**src/rtl/vua_insn_decoder.sv**
```systemverilog
// vua_insn_decoder: streaming Vua VM instruction decoder with PC tracking
// Ports: clk, rst_n (async active-low); in_valid/in_ready/in_word: instruction word stream;
//        flush/flush_pc: discard state and restart at flush_pc;
//        d_valid/d_ready: decoded bundle handshake; d_op, d_class, d_dst, d_sa, d_sb,
//        d_use_imm, d_imm, d_pc, d_err: decoded bundle fields.
// Optional feature: define VUA_DEC_STRICT_EN to flag illegal instructions on d_err.
module vua_insn_decoder #(
    parameter int NREG = 64
) (
    input  logic        clk,
    input  logic        rst_n,
    input  logic        in_valid,
    output logic        in_ready,
    input  logic [31:0] in_word,
    input  logic        flush,
    input  logic [31:0] flush_pc,
    output logic        d_valid,
    input  logic        d_ready,
    output logic [5:0]  d_op,
    output logic [2:0]  d_class,
    output logic [7:0]  d_dst,
    output logic [7:0]  d_sa,
    output logic [7:0]  d_sb,
    output logic        d_use_imm,
    output logic [31:0] d_imm,
    output logic [31:0] d_pc,
    output logic        d_err
);
    typedef enum logic {HEAD, EXT} state_t;
    localparam logic [8:0] NR = 9'(NREG);
    state_t state, state_nx;
    logic [31:0] pc, hdr, hdr_pc, hw, imm, dpc;
    logic [5:0] op, op_o;
    logic [7:0] dst, sa, sb;
    logic i, x, accept, load, use_imm, err, reserved;
    logic [2:0] cls, cls_o;
    assign in_ready = !flush && (!d_valid || d_ready);
    assign accept = in_valid && in_ready;
    // In EXT the header comes from the latch and in_word is the extension word.
    assign hw = (state == EXT) ? hdr : in_word;
    assign {op, dst, sa, sb, i, x} = hw;
    assign dpc = (state == EXT) ? hdr_pc : pc;
    assign load = accept && (state == EXT || !in_word[0]);
    assign cls = (op == 6'h01 || op == 6'h02) ? 3'd1 :
                 (op >= 6'h08 && op <= 6'h15) ? 3'd2 :
                 (op >= 6'h18 && op <= 6'h1A) ? 3'd3 :
                 (op == 6'h20 || op == 6'h21) ? 3'd4 :
                 (op == 6'h28)                ? 3'd5 :
                 (op >= 6'h30 && op <= 6'h32) ? 3'd6 : 3'd0;
    assign reserved = cls == 3'd0 && op != 6'h00;
    assign imm = x ? in_word : i ? {{24{sb[7]}}, sb} : 32'd0;
    assign use_imm = (cls >= 3'd1 && cls <= 3'd4) ? (i | x) : cls == 3'd6;
`ifdef VUA_DEC_STRICT_EN
    function automatic logic bad(input logic [7:0] r);
        return {1'b0, r} >= NR;
    endfunction
    logic bad_reg;
    // Only register fields the class actually reads or writes are range-checked.
    always_comb begin
        bad_reg = 1'b0;
        case (cls)
            3'd1:       bad_reg = bad(dst) | (op == 6'h01 && bad(sa));
            3'd2, 3'd4: bad_reg = bad(dst) | bad(sa) | (!(i | x) && bad(sb));
            3'd3:       bad_reg = bad(dst) | bad(sa);
            3'd5:       bad_reg = bad(sa) | bad(sb);
            3'd6:       bad_reg = op != 6'h30 && bad(sa);
            default:    bad_reg = 1'b0;
        endcase
    end
    assign err = reserved | (cls == 3'd6 && !x) | (cls == 3'd5 && sb < sa) | bad_reg |
                 (op == 6'h02 && !i && !x);
    assign cls_o = err ? 3'd0 : cls;
    assign op_o = op;
`else
    logic unused_nreg;
    assign unused_nreg = ^NR;
    assign err = 1'b0;
    assign cls_o = cls;
    assign op_o = reserved ? 6'h00 : op;
`endif
    always_comb begin
        state_nx = state;
        if (flush)
            state_nx = HEAD;
        else if (accept)
            state_nx = (state == HEAD && in_word[0]) ? EXT : HEAD;
    end
    always_ff @(posedge clk or negedge rst_n) begin
        if (!rst_n)
            state <= HEAD;
        else
            state <= state_nx;
    end
    always_ff @(posedge clk or negedge rst_n) begin
        if (!rst_n) begin
            pc <= '0;
            hdr <= '0;
            hdr_pc <= '0;
            d_valid <= 1'b0;
            d_op <= '0;
            d_class <= '0;
            d_dst <= '0;
            d_sa <= '0;
            d_sb <= '0;
            d_use_imm <= 1'b0;
            d_imm <= '0;
            d_pc <= '0;
            d_err <= 1'b0;
        end else if (flush) begin
            d_valid <= 1'b0;
            pc <= flush_pc;
        end else begin
            if (d_ready)
                d_valid <= 1'b0;
            if (accept)
                pc <= pc + 32'd1;
            if (accept && state == HEAD && in_word[0]) begin
                hdr <= in_word;
                hdr_pc <= pc;
            end
            if (load) begin
                d_valid <= 1'b1;
                d_op <= op_o;
                d_class <= cls_o;
                d_dst <= dst;
                d_sa <= sa;
                d_sb <= sb;
                d_use_imm <= use_imm;
                d_imm <= imm;
                d_pc <= dpc;
                d_err <= err;
            end
        end
    end
endmodule
```
**config.mk**
```make
export PLATFORM = sky130hd
export DESIGN_NAME = vua_insn_decoder
export DESIGN_NICKNAME = d
export VERILOG_FILES = /design/src/rtl/vua_insn_decoder.sv
export SDC_FILE = /design/constraint.sdc
export NUM_CORES = 1
export LEC_CHECK = 0
export CORE_UTILIZATION = 41
export DETAILED_ROUTE_END_ITERATION = 10
export PLACE_DENSITY = 0.72
export SLEW_MARGIN = 20
export SYNTH_ARGS = -nofsm -noshare
export SYNTH_HDL_FRONTEND = slang
export SYNTH_SLANG_ARGS = --single-unit
```
**constraint.sdc**
```tcl
create_clock -name clk -period 6.15 [get_ports clk]
set_clock_uncertainty 0.15 [all_clocks]
set_input_delay 0.615 -clock clk [delete_from_list [all_inputs] [get_ports clk]]
set_output_delay 0.615 -clock clk [all_outputs]
set_load 0.005 [all_outputs]
```
# Yosys cells after proc, flatten, opt, wreduce, memory -nomap -nowiden
# Index checks and enable logic that the tools add are counted.
# word_totals
regBits	196
latchBits	0
ram_bits	0
mem_bits_ro	0
in_bits	69
out_inout_bits	101
word_cells	75
mem_count	0
# op_classes
addsub	1
n_mul	0
n_div	0
order_cmp	8
n_eq_ne	6
shift	0
n_mux	20
bitwise_logic	3
n_reduce_logical	24
# op_table
op	count
$mux W32	6
$add A32 B1 Y32 const B	1
$eq A6 B6 Y1 const B	3
$mux W3	6
$le A6 B5 Y1 const B	2
$logic_and A1 B1 Y1	11
$mux W1	7
$eq A6 B1 Y1 const B	1
$eq A6 B2 Y1 const B	1
$ge A6 B4 Y1 const B	1
$ge A6 B5 Y1 const B	1
$ge A6 B6 Y1 const B	1
$le A6 B6 Y1 const B	1
$mux W6	1
$reduce_bool A6 Y1	1
$logic_or A1 B1 Y1	4
$reduce_and A2 Y1	2
$eq A3 B3 Y1 const B	1
$ge A3 B1 Y1 const B	1
$le A3 B3 Y1 const B	1
$logic_not A1 Y1	3
$logic_not A3 Y1	1
$reduce_bool A3 Y1	1
$not A1 Y1	2
2 further kinds	2

# Longest topological paths before layout
# depth
ltp_word	12
depth_mapped	9
mapped_depth_nobuf	5

# Least setup slack after synthesis
# OpenSTA, ideal clock, no wires.
# synth_timing
path_type	input to register
startpoint	in in_valid
endpoint	reg d_imm[16]
setup_ns	0.133
t_arrival_ns	1.955
t_required_ns	5.867
slack_ns	3.912
stages	8
path_buffers	4
cell_sequence	clkbuf_1 nand2_1 or3_1 clkbuf_1 buf_2 clkbuf_1 nand2_1 o21ai_0
# synth_via
elab_chain_cells	3
# synth_rtl
element	line	text
start, declared	12	input logic in_valid,
$logic_and A1 B1 Y1	38	assign accept = in_valid && in_ready;
$logic_and A1 B1 Y1	43	assign load = accept && (state == EXT || !in_word[0]);
$reduce_and A2 Y1 (no line)	n/a	
end signal, assigned	129	d_imm <= imm;
end, declared	25	output logic [31:0] d_imm,
# No other way between the ends.
# A chain may end at the register's enable or synchronous reset.

# Final worst setup path
# layout_timing
startpoint	reg state
endpoint	reg d_imm[8]
# layout_via
elab_chain_cells	3
word_cells_on_any_way	6
cone_classes	mux: 3; reduce/logical: 3
# layout_rtl
element	line	text
start, declared	31	state_t state, state_nx;
start signal, assigned	92	state <= state_nx;
$mux W32 / $logic_or A1 B1 Y1 (equally long branches)	40, 43	
$mux W32 / $logic_and A1 B1 Y1 (equally long branches)	51, 43	
$mux W32 / $reduce_and A2 Y1 (equally long branches)	n/a	
# Several ways; a longest one is shown, not always the timed one.

==> flow_summary_export.csv <==
group,metric,value,unit
drt,drtIter0Drc,370,
clock_tree,clk_pin_slew_worst_paths,0.07,ns
run_status,status,"completed",
worst_setup_path,worst_ep_arrival_time,3.28,ns
flow_run,cap_viol_max_count,0,
cells_and_area,fin_area,11500,µm²
pwr,p_leak,4.64,nW
clock_tree,cts_resized,0,
placement,placed_cells,1264,
worst_setup_path,startpoint_type,"flip-flop",
drt,wirelength,20.8,mm
timing,rsz0062_at_grt,"no",
global_route,grt.met3_usage,4.13,%
timing,finalHoldViolations,0,
timing,fmaxAchievable,324,MHz
drt,wire_per_inst,16.1,µm
clock_tree,clkSinkCount,196,
clock_tree,ctsHtreeMaxLevel,4,
floorplanning,ios,170,
drt,first_pass_iters,5,
worst_setup_path,cpPeakStageDelay,0.83,ns
synth,async_flop_share,100,%
global_route,met1_usage,27.9,%
timing,fin_crit,3.08,ns
global_route,grt_usage,19.0,%
worst_setup_path,cp_max_fo,56,
floorplanning,die_y,151,µm
timing,relSlewSlack,29.9,%
worst_setup_path,r2r_start,"state$_DFFE_PN0P_",
synth,ys_seq_area_share,54.0,%
placement,port_buffers,168,
worst_setup_path,critical_path_buf_inv_count,1,
floorplanning,core_area,21800,µm²
clock_tree,clock_latency,0.43,ns
synth,synth_edf_count,0,
worst_setup_path,slowest_stage,"nor3_2",
drt,drtAntennaViolNets,0,
global_route,grt_pass1_wl,33.8,mm
timing,hold-worst-slack,0.0706,ns
synth,postSynthCellCount,870,
floorplanning,initial_core_util,41.8,%
floorplanning,fp-row-count,54,
clock_tree,cts_hold_buf,0,
global_route,grtUsageMet2,28.7,%
synth,ys_types,54,
synth,synth.avg_cell_area,10.4,µm²
worst_setup_path,setup.worst_path.class,"reg2reg",
worst_setup_path,worst_setup_path_end_kind,"flip-flop",
synth,syn_area,9080,µm²
clock_tree,cts_tree,"done",
clock_tree,cts_setup_buffers,0,
pwr,vdd_drop_max,0.153,mV
timing,fin_ws,3.07,ns
cells_and_area,area_growth,26.2,%
clock_tree,cts_inserted_buffers,17,
floorplanning,dieArea,22800,µm²
cells_and_area,stdcell_count,1294,
worst_setup_path,path_cells,"and2_1 > nor3_2 > buf_4 > a21oi_1 > o21ai_0",
cells_and_area,finish.net_count,1073,
global_route,top_usage_layer,"met2",
drt,drc,0,
drt,vias,6828,
timing,finalSetupTns,0,ns
cells_and_area,fin_util,52.7,%
synth,ys.warnings.count,0,
pwr,powerDensity,309,nW/µm²
synth,synthFlopType,"dfrtp_1",
cells_and_area,diodes,0,
placement,gp_congestion,0.804,
clock_tree,cts_root_buf,"clkbuf_16",
floorplanning,die_w,151,µm
worst_setup_path,cp_data_required_time,6.34,ns
global_route,grt_max_degree,88,
worst_hold_path,hold_class,"in2async",
pwr,power,3.55,mW
cells_and_area,final_layout_size_suffix_gt1_share,11.2,%
placement,place_ws,2.84,ns
worst_setup_path,path_delay_family,"simple AND/OR/NAND/NOR gates",
global_route,grt_antenna_before_repair,0,
timing,worstMarginPinSlew,1.05,ns
clock_tree,clock_path_buffers,2,
placement,dpl_cell_area,10900,µm²
timing,final_max_slew_viol_count,0,
placement,hpwlAfterDp,14.0,mm
synth,synth-seq-cells,196,
timing,setup_viol,0,
timing,post-route-period-util,50.1,%
synth,syn_nets,940,
global_route,grt.overflow.total,0,
worst_setup_path,startpoint,"state$_DFFE_PN0P_",
drt,viasPerCell,5.28,
global_route,first_global_vias,6431,
[worst paths after layout]
kind | endpoint | slack (ns) | cells after the start
worst min-delay path | d_sa[0]$_DFFE_PN0P_ | 0.07 | 1
worst max-delay path | d_imm[8]$_DFFE_PN0P_ | 3.07 | 5
worst max register to register | d_imm[8]$_DFFE_PN0P_ | 3.07 | 5
max in group asynchronous | d_imm[26]$_DFFE_PN0P_ | 4.31 | 2
worst min register to register | d_class[2]$_DFFE_PN0P_ | 0.33 | 1
min in group clk | d_class[2]$_DFFE_PN0P_ | 0.33 | 1
[flip-flops by register name, summed over array words and instances, names as in the netlist]
signal	count
d_dst	8
d_class	3
hdr_pc	32
hdr	32
d_sb	8
d_sa	8
d_op	6
pc	32
state	1
d_imm	32
d_pc	32
d_use_imm	1
d_valid	1
[area by class of cell]
| class | instances | area [µm²] |
|---|---|---|
| fillers | 1917 | 10300 |
| flip-flops and latches | 196 | 4910 |
| multi-input cells | 602 | 3880 |
| repair buffers | 178 | 1760 |
| clock buffers | 18 | 429 |
| well taps | 280 | 350 |
| clock inverters | 12 | 116 |
| inverters | 8 | 30.0 |
[cells in the final DEF (no fill, tap or decap), types with 6 or more instances in the layout]
cell type and n:
o311ai_0 8, buf_4 10, a21oi_1 92, o21ai_0 76, mux2i_1 70, nand3_1 12
mux2_2 63, nand2_1 95, xnor2_1 16, nand4_1 8, nor3_1 6, nor2_1 73
nor4_1 10, and3_1 8, xor2_1 7, clkbuf_16 17, inv_1 7, clkdlybuf4s50_1 166
dfrtp_1 195
[synthesized netlist by cell type (10+ instances only)]
cell      instances  area share (%)
a21oi_1          92             5.1
nand2_1          95             3.9
mux2i_1          70             7.7
xnor2_1          16             1.5
mux2_2           63             7.8
o21ai_0          76             4.2
nor4_1           10            0.69
nand3_1          12            0.66
clkbuf_1         33             1.4
nor2_1           73             3.0
dfrtp_1         196              54
buf_2            28             1.5
[worst reg2reg max path, delay by kind of cell, from the launching register on]
family	cells	cell delay, ns
simple gates	2	1.48
flops	1	0.77
buf+inv	1	0.34
compound gates	2	0.26
[per-layer routing]
metal	wire length (µm)	share of wire [%]
met5	0	0
met4	108	0.52
met2	9400	45
met1	10100	49
met3	1210	5.8
[cells by family (layout without fill, tap and decap cells)]
logic type / count (synthesis) / after routing / synth area share, %
muxes: 133 / 133 / 15.5
and+or+nand+nor: 242 / 242 / 12.5
buffers and inverters: 72 / 216 / 3.40
adders and majority gates: 1 / 1 / 0.138
xor gates and xnor gates: 23 / 23 / 2.22
AOI/OAI and AO/OA: 202 / 202 / 12.2
other: 1 / 1 / 0.0413
DFF: 196 / 196 / 54.0
[report_power, final]
part / switching, mW / internal (mW)
Sequential: 0.169 / 1.55
Combinational: 0.318 / 0.473
Clock: 0.512 / 0.532
(Power assumes the default switching activity.)
